**config.mk**
```make
export PLATFORM = sky130hd
export DESIGN_NAME = mul_rep_add_ctrl
export DESIGN_NICKNAME = d
export VERILOG_FILES = /design/src/rtl/mul_rep_add_ctrl.sv
export SDC_FILE = /design/constraint.sdc
export NUM_CORES = 1
export LEC_CHECK = 0
export CAP_MARGIN = 20
export CORE_ASPECT_RATIO = 1.4
export CORE_UTILIZATION = 40
export DETAILED_ROUTE_END_ITERATION = 12
export PLACE_DENSITY_LB_ADDON = 0.25
export SETUP_SLACK_MARGIN = 0.02
export SLEW_MARGIN = 20
export SYNTH_ARGS = -nofsm -noshare
export SYNTH_HDL_FRONTEND = slang
export SYNTH_SLANG_ARGS = --single-unit
```
**constraint.sdc**
```tcl
create_clock -name clk -period 2.4 [get_ports clk]
set_input_delay 0.36 -clock clk [delete_from_list [all_inputs] [get_ports clk]]
set_output_delay 0.36 -clock clk [all_outputs]
set_load 0.005 [all_outputs]
```
**src/rtl/mul_rep_add_ctrl.sv**
```systemverilog
// Control FSM for the 16-bit repeated-addition multiplier: sequences operand loads,
// add/decrement iterations until B is zero, with abort and an iteration watchdog.
module mul_rep_add_ctrl #(
    parameter int unsigned          CNT_W    = 16,
    parameter logic [CNT_W-1:0]     MAX_ITER = CNT_W'(16'hFFFF)
) (
    input  logic             clk,
    input  logic             rst,
    input  logic             start,
    input  logic             abort,
    input  logic             eqz,
    output logic             lda,
    output logic             ldb,
    output logic             clrp,
    output logic             ldp,
    output logic             decb,
    output logic             op_sel,
    output logic             busy,
    output logic             done,
    output logic             timeout,
    output logic [CNT_W-1:0] iter_cnt
);

    typedef enum logic [2:0] {
        IDLE   = 3'd0,
        LOAD_A = 3'd1,
        LOAD_B = 3'd2,
        RUN    = 3'd3,
        DONE   = 3'd4
    } state_t;

    state_t           state_q, state_d;
    logic [CNT_W-1:0] cnt_q, cnt_d;
    logic             timeout_q, timeout_d;

    always_ff @(posedge clk) begin
        if (rst) begin
            state_q   <= IDLE;
            cnt_q     <= '0;
            timeout_q <= 1'b0;
        end else begin
            state_q   <= state_d;
            cnt_q     <= cnt_d;
            timeout_q <= timeout_d;
        end
    end

    always_comb begin
        state_d   = state_q;
        cnt_d     = cnt_q;
        timeout_d = timeout_q;
        lda       = 1'b0;
        ldb       = 1'b0;
        clrp      = 1'b0;
        ldp       = 1'b0;
        decb      = 1'b0;
        op_sel    = 1'b0;
        done      = 1'b0;
        busy      = (state_q != IDLE);

        case (state_q)
            IDLE: begin
                if (start) state_d = LOAD_A;
            end
            LOAD_A: begin
                lda       = 1'b1;
                cnt_d     = '0;
                timeout_d = 1'b0;
                state_d   = LOAD_B;
            end
            LOAD_B: begin
                ldb     = 1'b1;
                clrp    = 1'b1;
                op_sel  = 1'b1;
                state_d = RUN;
            end
            RUN: begin
                op_sel = 1'b1;
                // B reaching zero wins over the watchdog when both happen together.
                if (eqz) begin
                    timeout_d = 1'b0;
                    state_d   = DONE;
                end else if (cnt_q < MAX_ITER) begin
                    ldp   = 1'b1;
                    decb  = 1'b1;
                    cnt_d = cnt_q + CNT_W'(1);
                end else begin
                    timeout_d = 1'b1;
                    state_d   = DONE;
                end
            end
            DONE: begin
                done    = 1'b1;
                state_d = IDLE;
            end
            default: state_d = IDLE;
        endcase

        // Abort gates the strobes combinationally in the same cycle it is seen.
        if (abort && (state_q != IDLE)) begin
            state_d   = IDLE;
            cnt_d     = cnt_q;
            timeout_d = timeout_q;
            lda       = 1'b0;
            ldb       = 1'b0;
            clrp      = 1'b0;
            ldp       = 1'b0;
            decb      = 1'b0;
            done      = 1'b0;
        end
    end

    assign timeout  = timeout_q;
    assign iter_cnt = cnt_q;

endmodule

```
# Word-level counts from Yosys, hierarchy flattened

Index checks and enable logic that the tools add are counted.

Memories kept: 0
Word-level logic and storage cells: 44
Register bits after elaboration: 20
Output and inout bits: 25
Input port bits: 5
Bits in read-only memories: 0
RAM bits: 0
Bits in latches: 0

Shift operators: 0
Reductions and logical operators: 9
Add/sub/neg operators: 1
Equal/unequal tests: 8
$mul: 0
Div/mod/pow operators: 0
Magnitude comparators: 1
Bitwise logic cells: 1
Multiplexer cells: 21

Operators with widths:

| operator                                                        | number |
|---|---|
| 16-bit two-way mux                                              | 2 |
| 16-bit one-hot mux with 2 select lines                          | 1 |
| 16-bit by 1-bit adder with 16-bit output, second input constant | 1 |
| 16-bit less-than comparator, second input constant              | 1 |
| 1-bit two-way mux                                               | 13 |
| 3-bit one-hot mux with 4 select lines                           | 1 |
| 3-bit two-way mux                                               | 3 |
| 3-bit by 2-bit == test with 1-bit output, second input constant | 2 |
| 2-bit != test, second input constant                            | 3 |
| 4-bit AND reduction                                             | 1 |
| 2-bit OR reduction                                              | 2 |
| 3-bit by 1-bit == test with 1-bit output, second input constant | 1 |
| 3-bit == test, second input constant                            | 1 |
| 3-bit logical NOT                                               | 1 |
| 3-bit != test, second input constant                            | 1 |
| 3-bit AND reduction                                             | 1 |
| 3-bit nonzero test                                              | 1 |
| 1-bit one-hot mux with 2 select lines                           | 1 |
| 2-bit AND reduction                                             | 1 |
| 2-bit nonzero test                                              | 1 |
| 1-bit logical AND                                               | 1 |
| 1-bit inverter                                                  | 1 |

# Longest topological paths before layout

Depth after elaboration: 5
Depth in mapped cells: 7

# Least setup slack after synthesis

Ideal clock, no wire load.

Path kind: reg-to-output
Start point: reg cnt_q[0] (netlist: iter_cnt[0])
End point: out ldp
Path buffers: 1
Path slack: 504 ps
Data required time: 2040 ps
Arrival: 1536 ps
Cell stages (with the launch flop): 8
Cells stage by stage: dfxtp_1 > ha_1 > nand3_4 > nor4_4 > nor2_1 > nand2_1 > nor2_1 > buf_4

Cells in the longest elaborated chain, start to end: 5

Ends and longest elaborated chain:

| what                           | RTL line | text |
|---|---|---|
| start, declared                | 33       | `logic [CNT_W-1:0] cnt_q, cnt_d;` |
| start signal, assigned         | 43       | `cnt_q <= cnt_d;` |
| 16-bit less-than comparator    | 83       | `end else if (cnt_q < MAX_ITER) begin` |
| 1-bit two-way mux (4 in a row) | n/a      |  |
| end, declared                  | 15       | `output logic ldp,` |

No other way between the ends.

# Final worst setup path

Start point: reg cnt_q[1] (netlist: iter_cnt[1])
End point: out ldp

Cells in the longest elaborated chain, start to end: 5

Ends and longest elaborated chain:

| what                        | RTL line | text |
|---|---|---|
| 16-bit less-than comparator | 83       |  |
| 1-bit two-way mux           | 83       |  |
| 1-bit two-way mux           | 80       | `if (eqz) begin` |
| 1-bit two-way mux           | 61       | `case (state_q)` |
| 1-bit two-way mux           | 100      | `if (abort && (state_q != IDLE)) begin` |

No other way between the ends.

==> results.md <==
- CP max FO: 6
- NumNets Final: 184
- Initial core utilization: 43.1%
- # Max-Cap Violations: 0
- M1 GR Usage: 23.6%
- Ant. Diodes: 0
- Reg clk slew, reported paths: roughly 0.12 ns
- Gp weighted congestion: 0.870
- Port bufs: 29
- Critical path endpoint category: output pin
- Clock sinks: 20
- Post-synth EDFFs: 0
- CP Data Required Time: 2.04 ns
- Cts bufs inserted: 3
- Top_reg_cell synth: dfxtp_1
- Number of fill cells: 281
- Vias per std cell: 5.74
- Syn nets: 151
- Post-Syn Area: roughly 1200 µm²
- Commonest non-fill, non-tap cell in the layout: clkdlybuf4s50_1
- Worst Max-Slew Pin Slew: 0.531 ns
- Finished Layout Cells: ~210
- Avg WL per Cell: 13.8 µm
- Via count: 1223
- Pleak: ~0.53 nW
- Sequential-to-total area share from yosys stat: 34.4%
- Max clock buf depth: 2
- Clock Latency Late Sink: 0.32 ns
- Post-route ant nets: 0
- Die Span X: about 48 µm
- Remaining DRCs: 0
- Met2 usage: 38.2%
- # setup viols final: 0
- Avg Inst Size Synth: 8.02 µm²
- Status: complete, no violations
- H-tree level count: 1
- Largest net degree at the start of global routing: 16
- Synth area leaders: dfxtp_1, nor2_1, o21ai_1, nand2_1, o31ai_2
- Yosys warnings: 0
- Hold crit path type: reg2reg
- HPWL after DPL: 2.20 mm
- Number of global-route vias before repair: about 1100
- CP Class: reg2out
- Synth top area share: between 30% and 40%
- Total grt overflow: 0
- RSZ-0062 raised after global routing: false
- Row cnt: 22
- CTS Hold Bufs: 0
- Post-synth cell types: 37
- Die Height: 65.8 µm
- Crit path to: ldp
- Num ports: 30
- Slew Viols, Final: 0
- Min Tclk post-route: 2.29 ns
- Worst r2r path cells: 6
- Root Driver: clkbuf_4
- Worst VDD drop: 277 µV
- First-pass GRT wire length: 4.84 mm
- Relative slew slack: 64.5%
- Die ar.: around 3100 µm²
- Worst r2r dst: iter_cnt[14]
- R2R Setup Slk: 0.48 ns
- PD cells: 438 nW/µm²
- Yosys top cell by area: dfxtp_1
- Asr flop ratio synth: 0%
- Critical Path Start Type: flop
- Layout cell share with drive strength beyond 1: a little over a fifth
- M3 GR Usage: 3.55%
- Final setup skew: roughly 0.005 ns
- CTS tree: yes
- Fin Setup TNS: 0 ns
- Layout area overhead: 37.5%
- Iter 0 DRT Violations: 33
- Total global-route track usage: 21.7%
- Pre-Repair DR Iteration Count: 4
- Core ar.: 2700 µm²
- Synthesized instance count: 145
- Most frequent cells in the layout: clkdlybuf4s50_1, nor2_1, nand2_1, o21ai_1, dfxtp_1
- Fin crit share: 95.6%
- Final Hold Vio Count: 0
- Max Fclk: 436 MHz
- Crit path arrival time: 1.93 ns
- Synthesis-stage register bit count: 20
- Cells after DPL: 208
- Crit path launch: iter_cnt[1]
- Final WL: roughly 2.9 mm
- Most used routing layer: met2
- Worst R2R Start: iter_cnt[1]
- Initial antenna violation count: 0
==> where the power goes <==
group / internal, mW / total (mW) / switching [mW]
logic: 0.0389 / 0.0752 / 0.0363
registers: 0.334 / 0.342 / 0.00795
clock network: 0.169 / 0.282 / 0.113
total: 0.542 / 0.700 / 0.157
==> sequential cells by signal, summed over array words and instances, names as in the netlist <==
register	flops
timeout	1
state_q	3
iter_cnt	16
==> critical path: stages (launching register included) <==
cell,delay (ns)
dfxtp_2,0.37
ha_4,0.17
nand3_4,0.13
nor4_4,0.06
nor2_2,0.18
nand2_1,0.11
nor2_2,0.11
clkdlybuf4s50_1,0.51
==> stage by stage <==
step,total power [mW],cell area [µm²],hold slack [ns],utilization [%],worst slack (ns)
3_3_place_gp,0.426,1500,0.454,55.7,0.210
5_1_grt,0.728,1600,0.502,59.2,0.0237
2_1_floorplan,0.394,1160,0.464,-,0.504
4_1_cts,0.704,1570,0.485,58.0,0.0411
3_5_place_dp,0.426,1500,0.457,55.7,0.155
6_report,0.700,1600,0.480,59.2,0.106
==> Yosys cell counts, types with 3 or more instances <==
cell type / number
clkbuf_1: 4
inv_1: 3
dfxtp_1: 20
buf_4: 5
nand4_1: 6
o31ai_2: 4
o21ai_0: 9
o21ai_1: 13
a31oi_1: 4
nor3_1: 4
nor2_1: 19
nor2b_1: 3
nand2_1: 15
a21oi_1: 4
nand3_1: 6
==> cell families (layout without fill, tap and decap cells) <==
family          Yosys count  in the layout  synth area share (%)
fa+ha+maj                 1              1                  1.08
simple gates             65             65                  31.1
flops                    20             20                  34.4
compound gates           45             45                  27.0
buf+inv                  14             46                  6.35
==> metal layers <==
metal,share of wire [%],routed length [µm]
met5,0,0
met4,3.6,104
met3,4.7,139
met2,54,1570
met1,38,1120
==> timing repair <==
| item | CTS | global route |
|---|---|---|
| setup endpoints to repair | 2 | 2 |
| pin swaps | 1 | 2 |
| resized for setup | 6 | 9 |
| buffers inserted | 0 | 1 |
==> how the worst min path moves through the flow <==
stage	endpoint	cells after the start	startpoint
floorplan	timeout	1	timeout
global placement	timeout	1	timeout
detailed placement	timeout	1	timeout
CTS	timeout	1	timeout
global route	iter_cnt[8]	1	iter_cnt[8]
finish	iter_cnt[13]	1	iter_cnt[13]
==> area by class of cell <==
type / instances / area, µm² / area share [%]
multi-input cells: 111 / 706 / 44.2
inverters: 3 / 11.3 / 0.705
clock inverters: 1 / 30.0 / 1.88
clock buffers: 3 / 22.5 / 1.41
well taps: 36 / 45.0 / 2.82
flip-flops and latches: 20 / 418 / 26.2
repair buffers: 39 / 365 / 22.9
(Power assumes the default switching activity.)
